`config.mk`:
```
export PLATFORM = sky130hd
export DESIGN_NAME = lap_timer_flat
export DESIGN_NICKNAME = d
export VERILOG_FILES = /design/src/rtl/lap_timer_if.sv /design/src/rtl/lap_timer.sv /design/src/flat_wrapper.sv
export SDC_FILE = /design/constraint.sdc
export NUM_CORES = 1
export LEC_CHECK = 0
export ABC_AREA = 1
export BUFFER_PORTS_ARGS = -buffer_cell sky130_fd_sc_hd__buf_2
export CORE_MARGIN = 4
export CORE_UTILIZATION = 37
export CTS_BUF_LIST = sky130_fd_sc_hd__clkbuf_4 sky130_fd_sc_hd__clkbuf_8 sky130_fd_sc_hd__clkbuf_16
export DETAILED_ROUTE_END_ITERATION = 10
export PLACE_DENSITY_LB_ADDON = 0.15
export SLEW_MARGIN = 15
export SYNTH_ARGS = -nofsm -noshare
export SYNTH_HDL_FRONTEND = slang
export SYNTH_SLANG_ARGS = --single-unit
```
`constraint.sdc`:
```
create_clock -name Clock_5K -period 2.4 [get_ports Clock_5K]
set_input_delay 0.48 -clock Clock_5K [delete_from_list [all_inputs] [get_ports Clock_5K]]
set_output_delay 0.48 -clock Clock_5K [all_outputs]
set_load 0.01 [all_outputs]
```
`src/rtl/lap_timer_if.sv`:
```
// Command and status bundle between lap_timer and its controller/display mux.
// master drives commands and presets; slave (the timer) returns live time and lap FIFO state.
interface lap_timer_if #(
  parameter int HOUR_W    = 4,
  parameter int LAP_DEPTH = 4
);
  localparam int CNT_W = $clog2(LAP_DEPTH + 1);

  logic              Mode;
  logic              Start_S;
  logic              Stop_S;
  logic              Reset_S;
  logic              Lap_S;
  logic              Load;
  logic              LapRead;
  logic [HOUR_W-1:0] LoadHours;
  logic [5:0]        LoadMins;
  logic [5:0]        LoadSecs;

  logic [HOUR_W-1:0] Hours;
  logic [5:0]        Mins;
  logic [5:0]        Secs;
  logic [9:0]        MSecs;
  logic              SW_State;
  logic              Expired;
  logic [HOUR_W-1:0] LapHours;
  logic [5:0]        LapMins;
  logic [5:0]        LapSecs;
  logic [9:0]        LapMSecs;
  logic              LapValid;
  logic [CNT_W-1:0]  LapCount;
  logic              LapOverflow;

  modport master (
    output Mode, Start_S, Stop_S, Reset_S, Lap_S, Load, LapRead,
           LoadHours, LoadMins, LoadSecs,
    input  Hours, Mins, Secs, MSecs, SW_State, Expired,
           LapHours, LapMins, LapSecs, LapMSecs, LapValid, LapCount, LapOverflow
  );

  modport slave (
    input  Mode, Start_S, Stop_S, Reset_S, Lap_S, Load, LapRead,
           LoadHours, LoadMins, LoadSecs,
    output Hours, Mins, Secs, MSecs, SW_State, Expired,
           LapHours, LapMins, LapSecs, LapMSecs, LapValid, LapCount, LapOverflow
  );
endinterface

```
`src/rtl/lap_timer.sv`:
```
// Stopwatch / countdown timer with a millisecond prescaler and a lap-snapshot FIFO.
// Up-count saturates at MAX_HOURS:59:59.999; down-count expires on reaching zero.
module lap_timer #(
  parameter int CLK_DIV   = 5,
  parameter int HOUR_W    = 4,
  parameter int MAX_HOURS = 9,
  parameter int LAP_DEPTH = 4
) (
  input logic        Clock_5K,
  input logic        Reset,
  lap_timer_if.slave bus
);
  localparam int PRE_W = (CLK_DIV > 1) ? $clog2(CLK_DIV) : 1;
  localparam int PTR_W = $clog2(LAP_DEPTH);
  localparam int CNT_W = $clog2(LAP_DEPTH + 1);

  localparam logic [HOUR_W-1:0] MAX_H    = HOUR_W'(MAX_HOURS);
  localparam logic [PRE_W-1:0]  PRE_LAST = PRE_W'(CLK_DIV - 1);
  localparam logic [PTR_W-1:0]  PTR_LAST = PTR_W'(LAP_DEPTH - 1);
  localparam logic [CNT_W-1:0]  CNT_FULL = CNT_W'(LAP_DEPTH);

  typedef enum logic [1:0] {IDLE, RUN, PAUSE, DONE} state_t;

  typedef struct packed {
    logic [HOUR_W-1:0] hours;
    logic [5:0]        mins;
    logic [5:0]        secs;
    logic [9:0]        msecs;
  } stamp_t;

  state_t           state, state_nx;
  stamp_t           cur, cur_nx;
  logic [PRE_W-1:0] presc;
  logic             count_down;

  stamp_t           lap_mem [LAP_DEPTH];
  logic [PTR_W-1:0] wr_ptr, rd_ptr;
  logic [CNT_W-1:0] lap_cnt;
  logic             lap_ovf;

  logic tick, at_max, at_last, is_zero, load_go;
  logic lap_go, full, push, pop;

  assign tick    = (state == RUN) && (presc == PRE_LAST);
  assign is_zero = (cur == '0);
  assign at_max  = (cur.hours == MAX_H) && (cur.mins == 6'd59) &&
                   (cur.secs == 6'd59) && (cur.msecs == 10'd999);
  assign at_last = (cur.hours == '0) && (cur.mins == '0) &&
                   (cur.secs == '0) && (cur.msecs == 10'd1);
  assign load_go = bus.Load && (state == IDLE) && !bus.Reset_S;

  assign lap_go = bus.Lap_S && ((state == RUN) || (state == PAUSE)) && !bus.Reset_S;
  assign full   = (lap_cnt == CNT_FULL);
  assign pop    = bus.LapRead && (lap_cnt != '0) && !bus.Reset_S;
  assign push   = lap_go && (!full || pop);

  // ---------------- FSM: state register ----------------
  // NOTE: clocked state uses non-blocking (<=) so every register samples pre-edge values.
  always_ff @(posedge Clock_5K or posedge Reset) begin
    if (Reset) state <= IDLE;
    else       state <= state_nx;
  end

  // ---------------- FSM: next state ----------------
  // NOTE: every always_comb output gets a default first, so no path can infer a latch.
  always_comb begin
    state_nx = state;
    if (bus.Reset_S) begin
      state_nx = IDLE;
    end else begin
      case (state)
        IDLE:  if (!bus.Load && bus.Start_S)
                 state_nx = (bus.Mode && is_zero) ? DONE : RUN;
        // Expiry or saturation outranks a coincident Stop_S.
        RUN:   if (tick && (count_down ? at_last : at_max)) state_nx = DONE;
               else if (bus.Stop_S)                         state_nx = PAUSE;
        PAUSE: if (bus.Start_S) state_nx = RUN;
        DONE:  state_nx = DONE;
        default: state_nx = IDLE;
      endcase
    end
  end

  // ---------------- FSM: outputs ----------------
  always_comb begin
    bus.SW_State = (state == RUN);
    bus.Expired  = (state == DONE);
  end

  // ---------------- time datapath ----------------
  always_comb begin
    cur_nx = cur;
    if (bus.Reset_S) begin
      cur_nx = '0;
    end else if (load_go) begin
      cur_nx.hours = (bus.LoadHours > MAX_H)   ? MAX_H : bus.LoadHours;
      cur_nx.mins  = (bus.LoadMins  > 6'd59)   ? 6'd59 : bus.LoadMins;
      cur_nx.secs  = (bus.LoadSecs  > 6'd59)   ? 6'd59 : bus.LoadSecs;
      cur_nx.msecs = '0;
    end else if (tick && !count_down && !at_max) begin
      if (cur.msecs != 10'd999) cur_nx.msecs = cur.msecs + 10'd1;
      else begin
        cur_nx.msecs = '0;
        if (cur.secs != 6'd59) cur_nx.secs = cur.secs + 6'd1;
        else begin
          cur_nx.secs = '0;
          if (cur.mins != 6'd59) cur_nx.mins = cur.mins + 6'd1;
          else begin
            cur_nx.mins  = '0;
            cur_nx.hours = cur.hours + 1'b1;
          end
        end
      end
    end else if (tick && count_down && !is_zero) begin
      if (cur.msecs != '0) cur_nx.msecs = cur.msecs - 10'd1;
      else begin
        cur_nx.msecs = 10'd999;
        if (cur.secs != '0) cur_nx.secs = cur.secs - 6'd1;
        else begin
          cur_nx.secs = 6'd59;
          if (cur.mins != '0) cur_nx.mins = cur.mins - 6'd1;
          else begin
            cur_nx.mins  = 6'd59;
            cur_nx.hours = cur.hours - 1'b1;
          end
        end
      end
    end
  end

  always_ff @(posedge Clock_5K or posedge Reset) begin
    if (Reset) begin
      cur        <= '0;
      presc      <= '0;
      count_down <= 1'b0;
    end else begin
      cur <= cur_nx;
      if (state == IDLE) count_down <= bus.Mode;
      // Pausing simply freezes the prescaler, so a resume keeps its phase.
      if (bus.Reset_S || ((state == IDLE) && bus.Start_S)) presc <= '0;
      else if (state == RUN) presc <= tick ? '0 : presc + 1'b1;
    end
  end

  assign bus.Hours = cur.hours;
  assign bus.Mins  = cur.mins;
  assign bus.Secs  = cur.secs;
  assign bus.MSecs = cur.msecs;

  // ---------------- lap FIFO ----------------
  // NOTE: the storage array has no reset; lap_cnt gates every read, so stale slots never show.
  always_ff @(posedge Clock_5K) begin
    if (push) lap_mem[wr_ptr] <= cur;
  end

  always_ff @(posedge Clock_5K or posedge Reset) begin
    if (Reset) begin
      wr_ptr  <= '0;
      rd_ptr  <= '0;
      lap_cnt <= '0;
      lap_ovf <= 1'b0;
    end else if (bus.Reset_S) begin
      wr_ptr  <= '0;
      rd_ptr  <= '0;
      lap_cnt <= '0;
      lap_ovf <= 1'b0;
    end else begin
      if (push) wr_ptr <= (wr_ptr == PTR_LAST) ? '0 : wr_ptr + 1'b1;
      if (pop)  rd_ptr <= (rd_ptr == PTR_LAST) ? '0 : rd_ptr + 1'b1;
      case ({push, pop})
        2'b10:   lap_cnt <= lap_cnt + 1'b1;
        2'b01:   lap_cnt <= lap_cnt - 1'b1;
        default: lap_cnt <= lap_cnt;
      endcase
      if (lap_go && full && !pop) lap_ovf <= 1'b1;
    end
  end

  always_comb begin
    bus.LapHours = '0;
    bus.LapMins  = '0;
    bus.LapSecs  = '0;
    bus.LapMSecs = '0;
    if (lap_cnt != '0) begin
      bus.LapHours = lap_mem[rd_ptr].hours;
      bus.LapMins  = lap_mem[rd_ptr].mins;
      bus.LapSecs  = lap_mem[rd_ptr].secs;
      bus.LapMSecs = lap_mem[rd_ptr].msecs;
    end
  end

  assign bus.LapValid    = (lap_cnt != '0);
  assign bus.LapCount    = lap_cnt;
  assign bus.LapOverflow = lap_ovf;
endmodule
```
`src/flat_wrapper.sv`:
```
// flat-port wrapper written by rule: the top's interface ports become plain ports
module lap_timer_flat 
#(
  parameter int CLK_DIV   = 5,
  parameter int HOUR_W    = 4,
  parameter int MAX_HOURS = 9,
  parameter int LAP_DEPTH = 4
)
  (Clock_5K, Reset, bus_Mode, bus_Start_S, bus_Stop_S, bus_Reset_S, bus_Lap_S, bus_Load, bus_LapRead, bus_LoadHours, bus_LoadMins, bus_LoadSecs, bus_Hours, bus_Mins, bus_Secs, bus_MSecs, bus_SW_State, bus_Expired, bus_LapHours, bus_LapMins, bus_LapSecs, bus_LapMSecs, bus_LapValid, bus_LapCount, bus_LapOverflow);
  lap_timer_if #(.HOUR_W(HOUR_W), .LAP_DEPTH(LAP_DEPTH)) bus_i ();
  input logic Clock_5K;
  input logic Reset;
  input wire logic [$bits(bus_i.Mode)-1:0] bus_Mode;
  input wire logic [$bits(bus_i.Start_S)-1:0] bus_Start_S;
  input wire logic [$bits(bus_i.Stop_S)-1:0] bus_Stop_S;
  input wire logic [$bits(bus_i.Reset_S)-1:0] bus_Reset_S;
  input wire logic [$bits(bus_i.Lap_S)-1:0] bus_Lap_S;
  input wire logic [$bits(bus_i.Load)-1:0] bus_Load;
  input wire logic [$bits(bus_i.LapRead)-1:0] bus_LapRead;
  input wire logic [$bits(bus_i.LoadHours)-1:0] bus_LoadHours;
  input wire logic [$bits(bus_i.LoadMins)-1:0] bus_LoadMins;
  input wire logic [$bits(bus_i.LoadSecs)-1:0] bus_LoadSecs;
  output wire logic [$bits(bus_i.Hours)-1:0] bus_Hours;
  output wire logic [$bits(bus_i.Mins)-1:0] bus_Mins;
  output wire logic [$bits(bus_i.Secs)-1:0] bus_Secs;
  output wire logic [$bits(bus_i.MSecs)-1:0] bus_MSecs;
  output wire logic [$bits(bus_i.SW_State)-1:0] bus_SW_State;
  output wire logic [$bits(bus_i.Expired)-1:0] bus_Expired;
  output wire logic [$bits(bus_i.LapHours)-1:0] bus_LapHours;
  output wire logic [$bits(bus_i.LapMins)-1:0] bus_LapMins;
  output wire logic [$bits(bus_i.LapSecs)-1:0] bus_LapSecs;
  output wire logic [$bits(bus_i.LapMSecs)-1:0] bus_LapMSecs;
  output wire logic [$bits(bus_i.LapValid)-1:0] bus_LapValid;
  output wire logic [$bits(bus_i.LapCount)-1:0] bus_LapCount;
  output wire logic [$bits(bus_i.LapOverflow)-1:0] bus_LapOverflow;
  assign bus_i.Mode = bus_Mode;
  assign bus_i.Start_S = bus_Start_S;
  assign bus_i.Stop_S = bus_Stop_S;
  assign bus_i.Reset_S = bus_Reset_S;
  assign bus_i.Lap_S = bus_Lap_S;
  assign bus_i.Load = bus_Load;
  assign bus_i.LapRead = bus_LapRead;
  assign bus_i.LoadHours = bus_LoadHours;
  assign bus_i.LoadMins = bus_LoadMins;
  assign bus_i.LoadSecs = bus_LoadSecs;
  assign bus_Hours = bus_i.Hours;
  assign bus_Mins = bus_i.Mins;
  assign bus_Secs = bus_i.Secs;
  assign bus_MSecs = bus_i.MSecs;
  assign bus_SW_State = bus_i.SW_State;
  assign bus_Expired = bus_i.Expired;
  assign bus_LapHours = bus_i.LapHours;
  assign bus_LapMins = bus_i.LapMins;
  assign bus_LapSecs = bus_i.LapSecs;
  assign bus_LapMSecs = bus_i.LapMSecs;
  assign bus_LapValid = bus_i.LapValid;
  assign bus_LapCount = bus_i.LapCount;
  assign bus_LapOverflow = bus_i.LapOverflow;
  lap_timer #(.CLK_DIV(CLK_DIV), .HOUR_W(HOUR_W), .MAX_HOURS(MAX_HOURS), .LAP_DEPTH(LAP_DEPTH)) u_core (.Clock_5K(Clock_5K), .Reset(Reset), .bus(bus_i));
endmodule
```
; Word level (Yosys, flattened, before mapping)
; Memories as Yosys holds them, arrays and structs flattened.
; Cells that the tools add are included.
[op_classes]
n_reduce_logical = 53
mux = 46
order_cmp = 3
add_sub_neg = 13
eq_ne = 26
[ops]
columns = op, count
row1 = $mux 26, 4
row2 = $mux 10, 5
row3 = $mux 6, 8
row4 = $mux 16, 2
row5 = $logic_not 26->1, 1
row6 = $logic_and 1x1->1, 24
row7 = $mux 2, 12
row8 = $mux 4, 4
row9 = $ne 4x3->1 const B, 4
row10 = $add 6x1->6 const B, 2
row11 = $eq 6x6->1 const B, 2
row12 = $gt 6x6->1 const B, 2
row13 = $logic_not 6->1, 2
row14 = $mux 3, 4
row15 = $ne 4x2->1 const B, 3
row16 = $ne 6x6->1 const B, 2
row17 = $reduce_bool 6->1, 2
row18 = $sub 6x1->6 const B, 2
row19 = $add 10x1->10 const B, 1
row20 = $eq 10x1->1 const B, 1
row21 = $eq 10x10->1 const B, 1
row22 = $eq 2x2->1 const B, 5
row23 = $ne 10x10->1 const B, 1
row24 = $reduce_bool 10->1, 1
row25 = 24 further kinds, 46
[word_totals]
mem_bits_rw = 104
reg_bits = 40
out_inout_bits = 59
in_bits = 25
n_memories = 1
[memory_table]
columns = memory, words, word_bits, read_ports, rd_ports_with_merged_regs, wr, line_no
row1 = u_core.lap_mem, 4, 26, 1, 0, 1, lap_timer.sv:36  ; stamp_t lap_mem [LAP_DEPTH];

; Longest topological paths before layout
; Gate-level depths: netlist of the first run.
[logic_depth]
word_depth = 9
depth_mapped = 18
ltp_nobuf = 17

; Worst setup path before layout of the first run
; No wires, ideal clock.
[synth_path]
kind = reg2reg
startpoint = register u_core.state[0]
endpoint = memory u_core.lap_mem[0][0] in the netlist's numbering, enable pin
setup_ps = 409
slack_ps = -261
arrival_ps = 2252
t_required_ps = 1991
stages_incl_launch_ff = 7
period_less_slack_ps = 2661
cell_sequence = dfrtp_1 > inv_1 > ha_1 > nand2_1 > nor2_1 > nand2_2 > nor2_1
[synth_via]
elab_chain_cells = 7
word_cells_on_any_way = 8
[synth_lines]
columns = item, line_no
row1 = from (decl), lap_timer.sv:31  ; state_t state, state_nx;
row2 = from (signal assigned), lap_timer.sv:61  ; else state <= state_nx;
row3 = $eq 2x1->1 / $eq 2x2->1 (equally long branches), lap_timer.sv:52  ; assign lap_go = bus.Lap_S && ((state == RUN) || (state == PAUSE)) && !bus.Reset_S;
row4 = $logic_or 1x1->1 (*), lap_timer.sv:52
row5 = $logic_and 1x1->1 (*) (2 in series), lap_timer.sv:52
row6 = $logic_and 1x1->1 (*), lap_timer.sv:55  ; assign push = lap_go && (!full || pop);
row7 = $mux 1 (*), lap_timer.sv:153  ; if (push) lap_mem[wr_ptr] <= cur;
row8 = $mux 1 (not written as such) (*), lap_timer.sv:153
row9 = to (decl), lap_timer.sv:36
; Every way passes the cells marked *; elsewhere a longest branch is shown, timed or not.

; Worst setup path after layout of the first run
[layout_path]
startpoint = register u_core.rd_ptr[1]
endpoint = output port bus_LapMSecs[9]
[layout_via]
elab_chain_cells = 2
[layout_lines]
columns = item, line_no
row1 = from (decl), lap_timer.sv:37  ; logic [PTR_W-1:0] wr_ptr, rd_ptr;
row2 = from (signal assigned), lap_timer.sv:169  ; if (pop) rd_ptr <= (rd_ptr == PTR_LAST) ? '0 : rd_ptr + 1'b1;
row3 = $mem_v2 4x26, --
row4 = $mux 10, lap_timer.sv:184  ; if (lap_cnt != '0) begin
row5 = to (decl), flat_wrapper.sv:32  ; output wire logic [$bits(bus_i.LapMSecs)-1:0] bus_LapMSecs;
; No other way between the ends.

==> results of run 1 <==
==> power breakdown <==
| part | total, mW | switching [mW] | internal (mW) |
|---|---|---|---|
| registers | 3.60 | 0.360 | 3.24 |
| clock network | 2.61 | 1.04 | 1.57 |
| logic | 5.04 | 3.13 | 1.91 |
==> through the flow <==
step,instances,setup TNS [ns],setup WS [ns],hold slack [ns]
floorplan,813,-27.15,-0.261,0.503
global placement,1192,0,0.258,0.486
detailed placement,1192,0,0.193,0.483
CTS,1224,0,0.0141,0.124
global route,1226,0,0.00409,0.158
finish,1226,0,0.115,0.112
==> worst max-delay path: stages (launching register included) <==
cell and delay, ns:
dfrtp_2 0.45, inv_2 0.12, buf_4 0.20, nor2_1 0.10
o21ai_0 0.08, a21oi_1 0.25, buf_2 0.19
==> repair_timing <==
| action | 4_1_cts | 5_1_grt |
|---|---|---|
| hold buffers | 0 | 0 |
| endpoints found under the setup margin | 0 | 12 |
| resized for setup | 0 | 4 |
| setup buffers | 0 | 2 |
==> layer usage <==
layer	vias to the layer above	track usage (%)	share of wire, %
met4	0	4.67	0.92
met5	-	0	0
met2	118	28.3	47
met1	2945	24.1	48
met3	16	3.07	3.5
li1	3025	-	-
==> sequential cells by signal, summed over array words and instances, names as in the netlist, 3 cells and up <==
signal               cells
u_core.bus.Hours         4
u_core.bus.LapCount      3
u_core.bus.MSecs        10
u_core.bus.Mins          6
u_core.bus.Secs          6
u_core.lap_mem         104
u_core.presc             3
==> area by class of cell <==
| class | count | area, sq um |
|---|---|---|
| inverters | 68 | 259 |
| clock inverters | 12 | 133 |
| clock buffers | 20 | 448 |
| repair buffers | 139 | 935 |
| flip-flops and latches | 144 | 4130 |
| well taps | 270 | 338 |
| fillers | 2022 | 10900 |
| multi-input cells | 573 | 3140 |
==> worst min path at each step <==
stage	slack [ns]	to	depth (start not counted)	start
after CTS	0.12	u_core.bus.LapOverflow$_DFFE_PP0P_	2	Reset
after global routing	0.16	u_core.bus.LapOverflow$_DFFE_PP0P_	2	Reset
after global placement	0.49	u_core.bus.LapOverflow$_DFFE_PP0P_	1	u_core.bus.LapOverflow$_DFFE_PP0P_
after floorplan	0.50	u_core.state[1]$_DFFE_PP0P_	2	u_core.state[1]$_DFFE_PP0P_
after detailed placement	0.48	u_core.bus.LapOverflow$_DFFE_PP0P_	1	u_core.bus.LapOverflow$_DFFE_PP0P_
final	0.11	u_core.bus.LapOverflow$_DFFE_PP0P_	2	Reset
==> cells by family (layout without fill, tap and decap cells) <==
logic type | after synthesis | count (layout) | synth area share (%)
fa+ha+maj | 23 | 23 | 3.85
xor+xnor | 23 | 23 | 2.73
flops | 144 | 144 | 53.8
simple gates | 360 | 360 | 22.6
buf+inv | 96 | 239 | 5.31
compound gates | 167 | 167 | 11.6
==> cell usage in the layout, fill, tap and decap left out, types with 12 or more instances in the layout <==
master	netlist	final
a21oi_1	40	40
inv_2	12	12
inv_1	53	52
nor2_1	160	156
nand3_1	30	30
clkbuf_16	0	17
o21ai_1	15	15
buf_4	0	46
ha_1	22	22
nand2_1	94	94
xor2_1	22	22
o21ai_0	86	86
nand4_1	12	12
dfrtp_1	40	39
buf_2	3	83
edfxtp_1	104	104
==> run summary, run 1 <==
status -> completed
Critical Path Sink Type -> output pin
Hold WC Path Type -> in -> async
hpwl dp -> 13900 um
htree depth -> 4
Critical Path AT -> 1.81 ns
number of synthesized flops with an enable pin -> 104
layout cell share with drive strength beyond 1 -> 24.7%
Cell Area, Placed -> 0.00876 sq mm
Syn Area/Cell -> 9.42 sq um
critical path class -> reg -> out
Yosys reg bits -> 144
io pins -> 84
antenna viol nets, final -> 0
number of I/O port buffers -> 83
Rel. slew slack -> 44.4%
leading cell types by count after synthesis -> nor2_1 (160), edfxtp_1 (104), nand2_1 (94)
period utilisation layout -> 95.2%
GRT Util Overall -> 17.4%
initial core utilization -> 37.7%
peak supply drop -> 0.000503 V
Final #Nets -> 991
Distinct cells, synth -> 48
reg2reg start -> u_core.state[1]$_DFFE_PP0P_
clock skew -> 0.0131 ns
CTS tree -> done
Clk pin slew, worst setup/hold paths -> 0.07 ns
Synth area leaders -> edfxtp_1 (41%), dfrtp_1 (13%), nor2_1 (7.8%)
FP Rows -> 52
reg-to-reg slack, setup -> 0.17 ns
P_leak -> 3.97 nW
final instance area -> 0.00938 sq mm
vias per cell -> 4.98
CTS max path bufs -> 2
die footprint -> 0.0231 sq mm
Hold Violations, Final -> 0
crit start category -> flip-flop
WL/cell -> 16.3 um
Detailed Routing Iterations Pass 1 -> 5
Area Growth Syn to Fin -> 22.4%
power density over the cells -> 1200 mW/mm^2
CP max FO -> 10
Slew @ Worst Pin -> 0.830 ns
Final Critical Period -> 2.29 ns
Power, Total -> 11.3 mW
RSZ-0062 raised after global routing -> no
die extent in y -> 152 um
endpoints failing setup -> 0
Worst Setup SP -> u_core.rd_ptr[1]$_DFFE_PP0P_
antenna diode count -> 0
initial antenna violation count -> 0
Die W -> 152 um
Max Slew Vio Count -> 0
worst skew pair latency -> 0.42 ns
DR iter-0 viols -> 367
final wirelength -> 20000 um
synthesized cell area -> 0.00766 sq mm
cts bufs inserted -> 17
core box area -> 0.0203 sq mm
top-count cell post-synth -> nor2_1
Cells after Synth -> 813
vias in the first global route -> 5958
Root Buffer -> clkbuf_16
Critical Path RT -> 1.92 ns
fmax -> 0.438 GHz
Sink Count -> 144
sequential area share after synthesis -> 53.8%
grt total ovfl -> 0
capture point of the worst path -> bus_LapMSecs[9]
# DRC -> 0
top_reg_cell synth -> edfxtp_1
FF-to-FF End -> u_core.bus.Hours[3]$_DFFE_PP0P_
largest net degree at the start of global routing -> 35
Mapped Nets -> 861
Yosys warning count -> 0
async set-reset flop share out of synthesis -> 27.8%
vias after detailed routing -> 6104
maxcap violations -> 0
share of the synthesized area in the top cell type -> 40.8%
final core utilization -> 46.2%
Synth area leader -> edfxtp_1
first-pass GRT wire length -> 32200 um
cell depth of the worst flop-to-flop path -> 12
Placer Congestion -> 0.828
No activity file was read; power rests on OpenSTA's default activity.
==> inputs of run 2 (changes only) <==
--- a/config.mk
+++ b/config.mk
@@ -5,12 +5,12 @@
 export SDC_FILE = /design/constraint.sdc
 export NUM_CORES = 1
 export LEC_CHECK = 0
-export ABC_AREA = 1
 export BUFFER_PORTS_ARGS = -buffer_cell sky130_fd_sc_hd__buf_2
 export CORE_MARGIN = 4
 export CORE_UTILIZATION = 37
 export CTS_BUF_LIST = sky130_fd_sc_hd__clkbuf_4 sky130_fd_sc_hd__clkbuf_8 sky130_fd_sc_hd__clkbuf_16
 export DETAILED_ROUTE_END_ITERATION = 10
+export GPL_ROUTABILITY_DRIVEN = 0
 export PLACE_DENSITY_LB_ADDON = 0.15
 export SLEW_MARGIN = 15
 export SYNTH_ARGS = -nofsm -noshare
==> run 2 against run 1 <==
  * The flow now finishes with violations (setup timing)
  * Global-route usage is 0.77 points higher
  * First-iteration DRC count decreased by 7.4%
  * Cell count shrank 14%
  * Sequential share of layout area is 2.4 points lower
==> run summary, run 2 <==
Die W -> 149 um (-1.9%)
layout cell share with drive strength beyond 1 -> 42.1% (+17 points)
Yosys reg bits -> 144 (unchanged)
share of the synthesized area in the top cell type -> 42.5% (+1.7 points)
FP Rows -> 51 (-1.9%)
Top reg by flops -> u_core.lap_mem
top_reg_cell synth -> edfxtp_1
async set-reset flop share out of synthesis -> 27.8% (unchanged)
Worst Setup SP -> u_core.bus.Mins[2]$_DFFE_PP0P_
Max Slew Vio Count -> 0 (unchanged)
Fin Setup TNS -> -0.436 ns (-0.436 ns)
endpoints failing setup -> 11 (+11)
Distinct cells, synth -> 69 (+44%)
Cells after Synth -> 599 (-26%)
Hold WC Path Type -> in -> async
top cell family by delay on the critical path -> simple AND/OR/NAND/NOR gates
crit start category -> flip-flop
antenna diode count -> 0 (unchanged)
initial antenna violation count -> 0 (unchanged)
first-pass GRT wire length -> 31200 um (-3.2%)
synthesized cell area -> 0.00735 sq mm (-4.0%)
Critical Path Sink Type -> flip-flop
Synth area leaders -> edfxtp_1 (42%), dfrtp_1 (14%), mux4_2 (8.0%)
sequential area share after synthesis -> 56.1% (+2.2 points)
fmax -> 0.401 GHz (-8.3%)
P_leak -> 3.91 nW (-1.6%)
Critical Path AT -> 2.80 ns (+0.99 ns)
vias in the first global route -> 5716 (-4.1%)
most frequent cells in the layout -> edfxtp_1 (104), buf_4 (88), buf_2 (72)
reg-to-reg slack, setup -> -0.09 ns (-0.26 ns)
final core utilization -> 51.0% (+4.8 points)
cell depth of the worst flop-to-flop path -> 10 (-2)
worst skew pair latency -> 0.42 ns (about the same)
io pins -> 84 (unchanged)
DR iter-0 viols -> 340 (-7.4%)
Hold Violations, Final -> 0 (unchanged)
antenna viol nets, final -> 0 (unchanged)
worst path buffer plus inverter count -> 3 (unchanged)
die footprint -> 0.0222 sq mm (-3.8%)
vias per cell -> 5.35 (+7.4%)
WL/cell -> 19.0 um (+17%)
peak supply drop -> 0.000548 V (+9.0%)
Area Growth Syn to Fin -> 35.4%
critical path class -> reg -> reg
Final #Nets -> 830 (-16%)
hpwl dp -> 13700 um (-1.5%)
max incr delay on CP -> 0.55 ns (+0.10 ns)
failing checks -> setup timing
Sink Count -> 144 (unchanged)
slowest CP cell -> or4_4
Detailed Routing Iterations Pass 1 -> 5 (unchanged)
RSZ-0062 raised after global routing -> yes
CP Cell Sequence -> nand3b_4, or4_4, o31a_1, inv_4, buf_4, mux2_4, o21a_4, buf_6, nand2_1, o21ai_1
fin worst setup slack -> -0.0911 ns (-0.206 ns)
initial core utilization -> 37.7% (-0.069 points)
core box area -> 0.0195 sq mm (-3.8%)
Rel. slew slack -> 61.9% (+18 points)
CP max FO -> 7 (-3)
htree depth -> 4 (unchanged)
Mapped Nets -> 647 (-25%)
Yosys warning count -> 0 (unchanged)
final wirelength -> 20100 um (+0.78%)
Inst Count DP -> 1009 (-15%)
leading cell types by count after synthesis -> edfxtp_1 (104), nor2_1 (45), dfrtp_1 (40)
Final Critical Period -> 2.49 ns (+0.206 ns)
Synth area leader -> edfxtp_1
grt total ovfl -> 0 (unchanged)
max reg flops -> 104 (unchanged)
WP depth -> 10 (+4)
number of I/O port buffers -> 83 (unchanged)
cts bufs inserted -> 17 (unchanged)
CTS max path bufs -> 2 (unchanged)
number of synthesized flops with an enable pin -> 104 (unchanged)
Root Buffer -> clkbuf_16
reg2reg start -> u_core.bus.Mins[2]$_DFFE_PP0P_
clock skew -> 0.0103 ns (-0.00278 ns)
Slew @ Worst Pin -> 0.571 ns (-0.258 ns)
FF-to-FF End -> u_core.bus.Hours[3]$_DFFE_PP0P_
GRT Util Overall -> 18.1% (+0.77 points)
power density over the cells -> 1090 mW/mm^2 (-9.5%)
maxcap violations -> 0 (unchanged)
period utilisation layout -> 104% (+8.6 points)
status -> finished, violations left
largest net degree at the start of global routing -> 41 (+17%)
CTS tree -> done
Layout Cells excl Fill -> 1060 (-14%)
Clk pin slew, worst setup/hold paths -> 0.06 ns (about the same)
vias after detailed routing -> 5670 (-7.1%)
# DRC -> 0 (unchanged)
cts-stage hold buffer count -> 0 (unchanged)
Critical Path RT -> 2.71 ns (+0.79 ns)
capture point of the worst path -> u_core.bus.Hours[3]$_DFFE_PP0P_
most common cell after layout, fill and taps aside -> edfxtp_1
die extent in y -> 149 um (-1.9%)
top-count cell post-synth -> edfxtp_1
Syn Area/Cell -> 12.3 sq um (+30%)
-- run 2: cell count changes in the layout (fill, tap and decap cells not counted), moves of 11 or more --
cell / previous run / this run
buf_2: 83 / 72
nor2_1: 156 / 41
buf_6: 3 / 20
and2_4: 0 / 11
inv_1: 52 / 19
o21ai_0: 86 / 24
buf_4: 46 / 88
and2_1: 0 / 21
nand3_1: 30 / 17
a21oi_1: 40 / 26
mux4_2: 0 / 26
xor2_1: 22 / 10
nand2_1: 94 / 32
-- run 2: where the power goes --
group          total (mW)  switching (mW)  internal [mW]  leakage [nW]
sequential           3.40           0.214           3.19          1.47
clock                2.46            1.02           1.44         0.260
combinational        4.95            2.66           2.29          2.18
total                10.8            3.89           6.93          3.91
-- run 2: final cells by class --
class                   count  area, sq um
inverters                  23         88.8
multi-input cells         400         3280
fillers                  1751         9570
clock buffers              19          440
clock inverters            13          113
repair buffers            196         1570
well taps                 265          332
flip-flops and latches    144         4140
-- run 2: worst min-delay path by stage --
stage                                       startpoint                                 end  slack [ns]  cells past startpoint
CTS                                              Reset         u_core.presc[1]$_DFFE_PP0P_        0.21                      3
finish                                           Reset       u_core.count_down$_DFFE_PP0N_        0.20                      3
global placement    u_core.bus.LapOverflow$_DFFE_PP0P_  u_core.bus.LapOverflow$_DFFE_PP0P_        0.49                      2
floorplan               u_core.bus.Mins[2]$_DFFE_PP0P_     u_core.lap_mem[0][18]$_DFFE_PP_        0.53                      0
global route                                     Reset         u_core.presc[0]$_DFFE_PP0P_        0.25                      3
detailed placement  u_core.bus.LapOverflow$_DFFE_PP0P_  u_core.bus.LapOverflow$_DFFE_PP0P_        0.49                      2
-- run 2: worst min-delay path, stage by stage --
cell,delay (ns)
buf_2,0.10
inv_1,0.04
buf_4,0.47
-- run 2: cell families (layout without fill, tap and decap cells) --
family / count (synthesis) / in the layout / synth area share [%]
xor+xnor: 20 / 20 / 2.38
buf+inv: 55 / 251 / 3.35
simple gates: 194 / 194 / 14.1
fa+ha+maj: 23 / 23 / 4.01
compound gates: 131 / 131 / 11.3
flops: 144 / 144 / 56.1
mux: 32 / 32 / 8.80
-- run 2: repair_timing --
action	CTS	global route
resized for setup	29	67
setup buffers	5	12
gates cloned	0	2
pin swaps	24	20
endpoints found under the setup margin	31	149
-- run 2: stage by stage --
step                      worst slack (ns)  total power [mW]  cell area, sq um  hold slack, ns
after detailed placement            -0.124              7.78              8840           0.493
final                              -0.0911              10.8              9950           0.204
after global placement             -0.0848              7.69              8840           0.489
after CTS                          -0.0923              10.4              9560           0.211
after global routing                -0.190              11.5              9950           0.253
after floorplan                     -0.219              6.09              7440           0.528
-- run 2: metal layers --
| metal | GRT usage [%] | up-vias | wire length [um] |
|---|---|---|---|
| met5 | 0 | - | 0 |
| met4 | 7.69 | 0 | 565 |
| met3 | 3.65 | 26 | 953 |
| met2 | 29.2 | 151 | 9700 |
| met1 | 24.0 | 2863 | 8940 |
| li1 | - | 2630 | - |
==> inputs of run 3 (changes only) <==
--- a/config.mk
+++ b/config.mk
@@ -7,12 +7,14 @@
 export LEC_CHECK = 0
 export BUFFER_PORTS_ARGS = -buffer_cell sky130_fd_sc_hd__buf_2
 export CORE_MARGIN = 4
-export CORE_UTILIZATION = 37
+export CORE_UTILIZATION = 40
 export CTS_BUF_LIST = sky130_fd_sc_hd__clkbuf_4 sky130_fd_sc_hd__clkbuf_8 sky130_fd_sc_hd__clkbuf_16
 export DETAILED_ROUTE_END_ITERATION = 10
 export GPL_ROUTABILITY_DRIVEN = 0
 export PLACE_DENSITY_LB_ADDON = 0.15
+export REMOVE_ABC_BUFFERS = 1
 export SLEW_MARGIN = 15
 export SYNTH_ARGS = -nofsm -noshare
 export SYNTH_HDL_FRONTEND = slang
 export SYNTH_SLANG_ARGS = --single-unit
+export TNS_END_PERCENT = 50
==> run 3 against run 2 <==
  * The run still ends with setup timing left
  * Cell count is 3.4% lower
  * Maximum frequency decreased by 3.6%
  * Clock-buffer cell count shrank 1
  * Critical path depth grew 2
  * First-iteration DRC count is 45% higher
  * Non-clock buffer count unchanged
  * Register-to-register slack worse by 0.09 ns
  * Worst setup slack got worse by 0.092 ns
==> run summary, run 3 (synthesis results as in run 2) <==
status -> finished, violations left
failing checks -> setup timing
CTS max path bufs -> 2 (unchanged)
Top reg by flops -> u_core.lap_mem
layout cell share with drive strength beyond 1 -> 42.0% (-0.13 points)
most common cell after layout, fill and taps aside -> edfxtp_1
number of I/O port buffers -> 83 (unchanged)
Clk pin slew, worst setup/hold paths -> 0.06 ns (about the same)
initial core utilization -> 40.8% (+3.1 points)
critical path class -> reg -> reg
Critical Path RT -> 2.75 ns (+0.04 ns)
WL/cell -> 19.8 um (+4.4%)
clock skew -> 0.00839 ns (-0.00189 ns)
Die W -> 144 um (-3.6%)
htree depth -> 4 (unchanged)
Comb pwr share -> 45.4% (-0.4 points)
FP Rows -> 49 (-3.9%)
FF-to-FF End -> u_core.bus.Hours[3]$_DFFE_PP0P_
RSZ-0062 raised after global routing -> yes
die extent in y -> 144 um (-3.6%)
Reg power frac -> 30.8% (-0.7 points)
Detailed Routing Iterations Pass 1 -> 5 (unchanged)
final wirelength -> 20300 um (+0.81%)
die footprint -> 0.0206 sq mm (-7.1%)
largest net degree at the start of global routing -> 30 (-27%)
Sink Count -> 144 (unchanged)
vias after detailed routing -> 5703 (+0.58%)
final core utilization -> 54.8% (+3.8 points)
Fin Setup TNS -> -2.28 ns (-1.84 ns)
Slew @ Worst Pin -> 0.871 ns (+0.299 ns)
# DRC -> 0 (unchanged)
max reg flops -> 104 (unchanged)
reg-to-reg slack, setup -> -0.18 ns (-0.09 ns)
worst slack, placed -> -0.239 ns (-0.115 ns)
period utilisation layout -> 108% (+3.8 points)
grt total ovfl -> 0 (unchanged)
io pins -> 84 (unchanged)
vias in the first global route -> 5876 (+2.8%)
Hold WC Path Type -> in -> async
Final Critical Period -> 2.58 ns (+0.0924 ns)
P_leak -> 3.89 nW (-0.36%)
DR iter-0 viols -> 493 (+45%)
core box area -> 0.0180 sq mm (-7.7%)
Root Buffer -> clkbuf_16
most frequent cells in the layout -> edfxtp_1 (104), buf_4 (98), buf_2 (71)
switching share of power -> 36.1% (+0.12 points)
maxcap violations -> 0 (unchanged)
Rel. slew slack -> 41.6% (-20 points)
fmax -> 0.387 GHz (-3.6%)
Area Growth Syn to Fin -> 34.3%
sw power -> 3.97 mW (+2.0%)
hpwl dp -> 13300 um (-3.1%)
Final #Nets -> 830 (unchanged)
antenna diode count -> 0 (unchanged)
Critical Path Sink Type -> flip-flop
initial antenna violation count -> 0 (unchanged)
endpoints failing setup -> 38 (+27)
Hold Violations, Final -> 0 (unchanged)
power density over the cells -> 1110 mW/mm^2 (+2.5%)
antenna viol nets, final -> 0 (unchanged)
CP max FO -> 5 (-2)
cts bufs inserted -> 17 (unchanged)
reg2reg start -> u_core.bus.Mins[0]$_DFFE_PP0P_
Critical Path AT -> 2.93 ns (+0.13 ns)
worst skew pair latency -> 0.42 ns (about the same)
vias per cell -> 5.57 (+4.1%)
cell depth of the worst flop-to-flop path -> 12 (+2)
GRT Util Overall -> 20.2% (+2.1 points)
Max Slew Vio Count -> 0 (unchanged)
CTS tree -> done
fin worst setup slack -> -0.183 ns (-0.0924 ns)
first-pass GRT wire length -> 31900 um (+2.3%)
peak supply drop -> 0.000610 V (+11%)
clock power share -> 23.8% (+1.0 points)
P_int -> 7.03 mW (+1.5%)
crit start category -> flip-flop
[run 3: repair_timing]
item / in CTS / in global routing
buffers inserted: 6 / 5
endpoints found under the setup margin: 51 / 54
hold buffers: 0 / 0
pin swaps: 19 / 24
hold endpoints to repair: 0 / 0
gates resized for setup: 31 / 83
gates cloned: 1 / 1
[run 3: routing by layer]
metal	global-route usage (%)	up-vias	part of all wire, %
met3	4.23	36	6.4
li1	-	2632	-
met4	8.28	0	2.5
met1	26.9	2823	42
met5	0	-	0
met2	32.5	212	49
[run 3: area by class of cell]
cell class | instances | area (sq um)
clock inverters | 14 | 159
fillers | 1537 | 8150
clock buffers | 18 | 433
repair buffers | 196 | 1480
inverters | 23 | 87.6
multi-input cells | 400 | 3300
flip-flops and latches | 144 | 4130
well taps | 229 | 287
[run 3: worst max-delay path, stage by stage, from the launching register on]
cell and delay (ns):
dfrtp_1 0.37, ha_2 0.20, nand2_2 0.05, or4_4 0.51, o31a_1 0.33, clkinv_2 0.11, ha_4 0.22, o21ai_1 0.07
nand2b_1 0.07, mux2i_1 0.18, xor2_1 0.19, a22oi_1 0.08, o21ai_1 0.13
[run 3: how the worst max path moves through the flow]
stage / slack, ns / depth (start not counted) / endpoint / from
after CTS: -0.15 / 12 / u_core.bus.Hours[3]$_DFFE_PP0P_ / u_core.bus.Mins[0]$_DFFE_PP0P_
after global placement: -0.17 / 12 / u_core.bus.Hours[3]$_DFFE_PP0P_ / u_core.bus.Mins[0]$_DFFE_PP0P_
after detailed placement: -0.24 / 12 / u_core.bus.Hours[3]$_DFFE_PP0P_ / u_core.bus.Mins[0]$_DFFE_PP0P_
final: -0.18 / 12 / u_core.bus.Hours[3]$_DFFE_PP0P_ / u_core.bus.Mins[0]$_DFFE_PP0P_
after floorplan: -0.78 / 11 / u_core.bus.Hours[3]$_DFFE_PP0P_ / u_core.state[1]$_DFFE_PP0P_
after global routing: -0.31 / 12 / u_core.bus.Hours[2]$_DFFE_PP0P_ / u_core.bus.Mins[0]$_DFFE_PP0P_
[run 3: power by group through the flow]
stage | Combinational, mW | Sequential, mW | Clock (mW)
after floorplan | 2.08 | 3.81 | 0
after global placement | 4.26 | 3.39 | 0
after detailed placement | 4.35 | 3.41 | 0
after CTS | 4.54 | 3.37 | 2.66
after global routing | 5.50 | 3.42 | 2.78
final | 5.00 | 3.39 | 2.62
[run 3: per-stage QoR]
step | cell area (sq um) | std cells | power [mW] | hold WS, ns
floorplan | 7200 | 567 | 5.89 | 0.528
global placement | 8730 | 980 | 7.66 | 0.480
detailed placement | 8730 | 980 | 7.75 | 0.490
CTS | 9500 | 1018 | 10.6 | 0.132
global route | 9880 | 1024 | 11.7 | 0.159
finish | 9880 | 1024 | 11.0 | 0.124
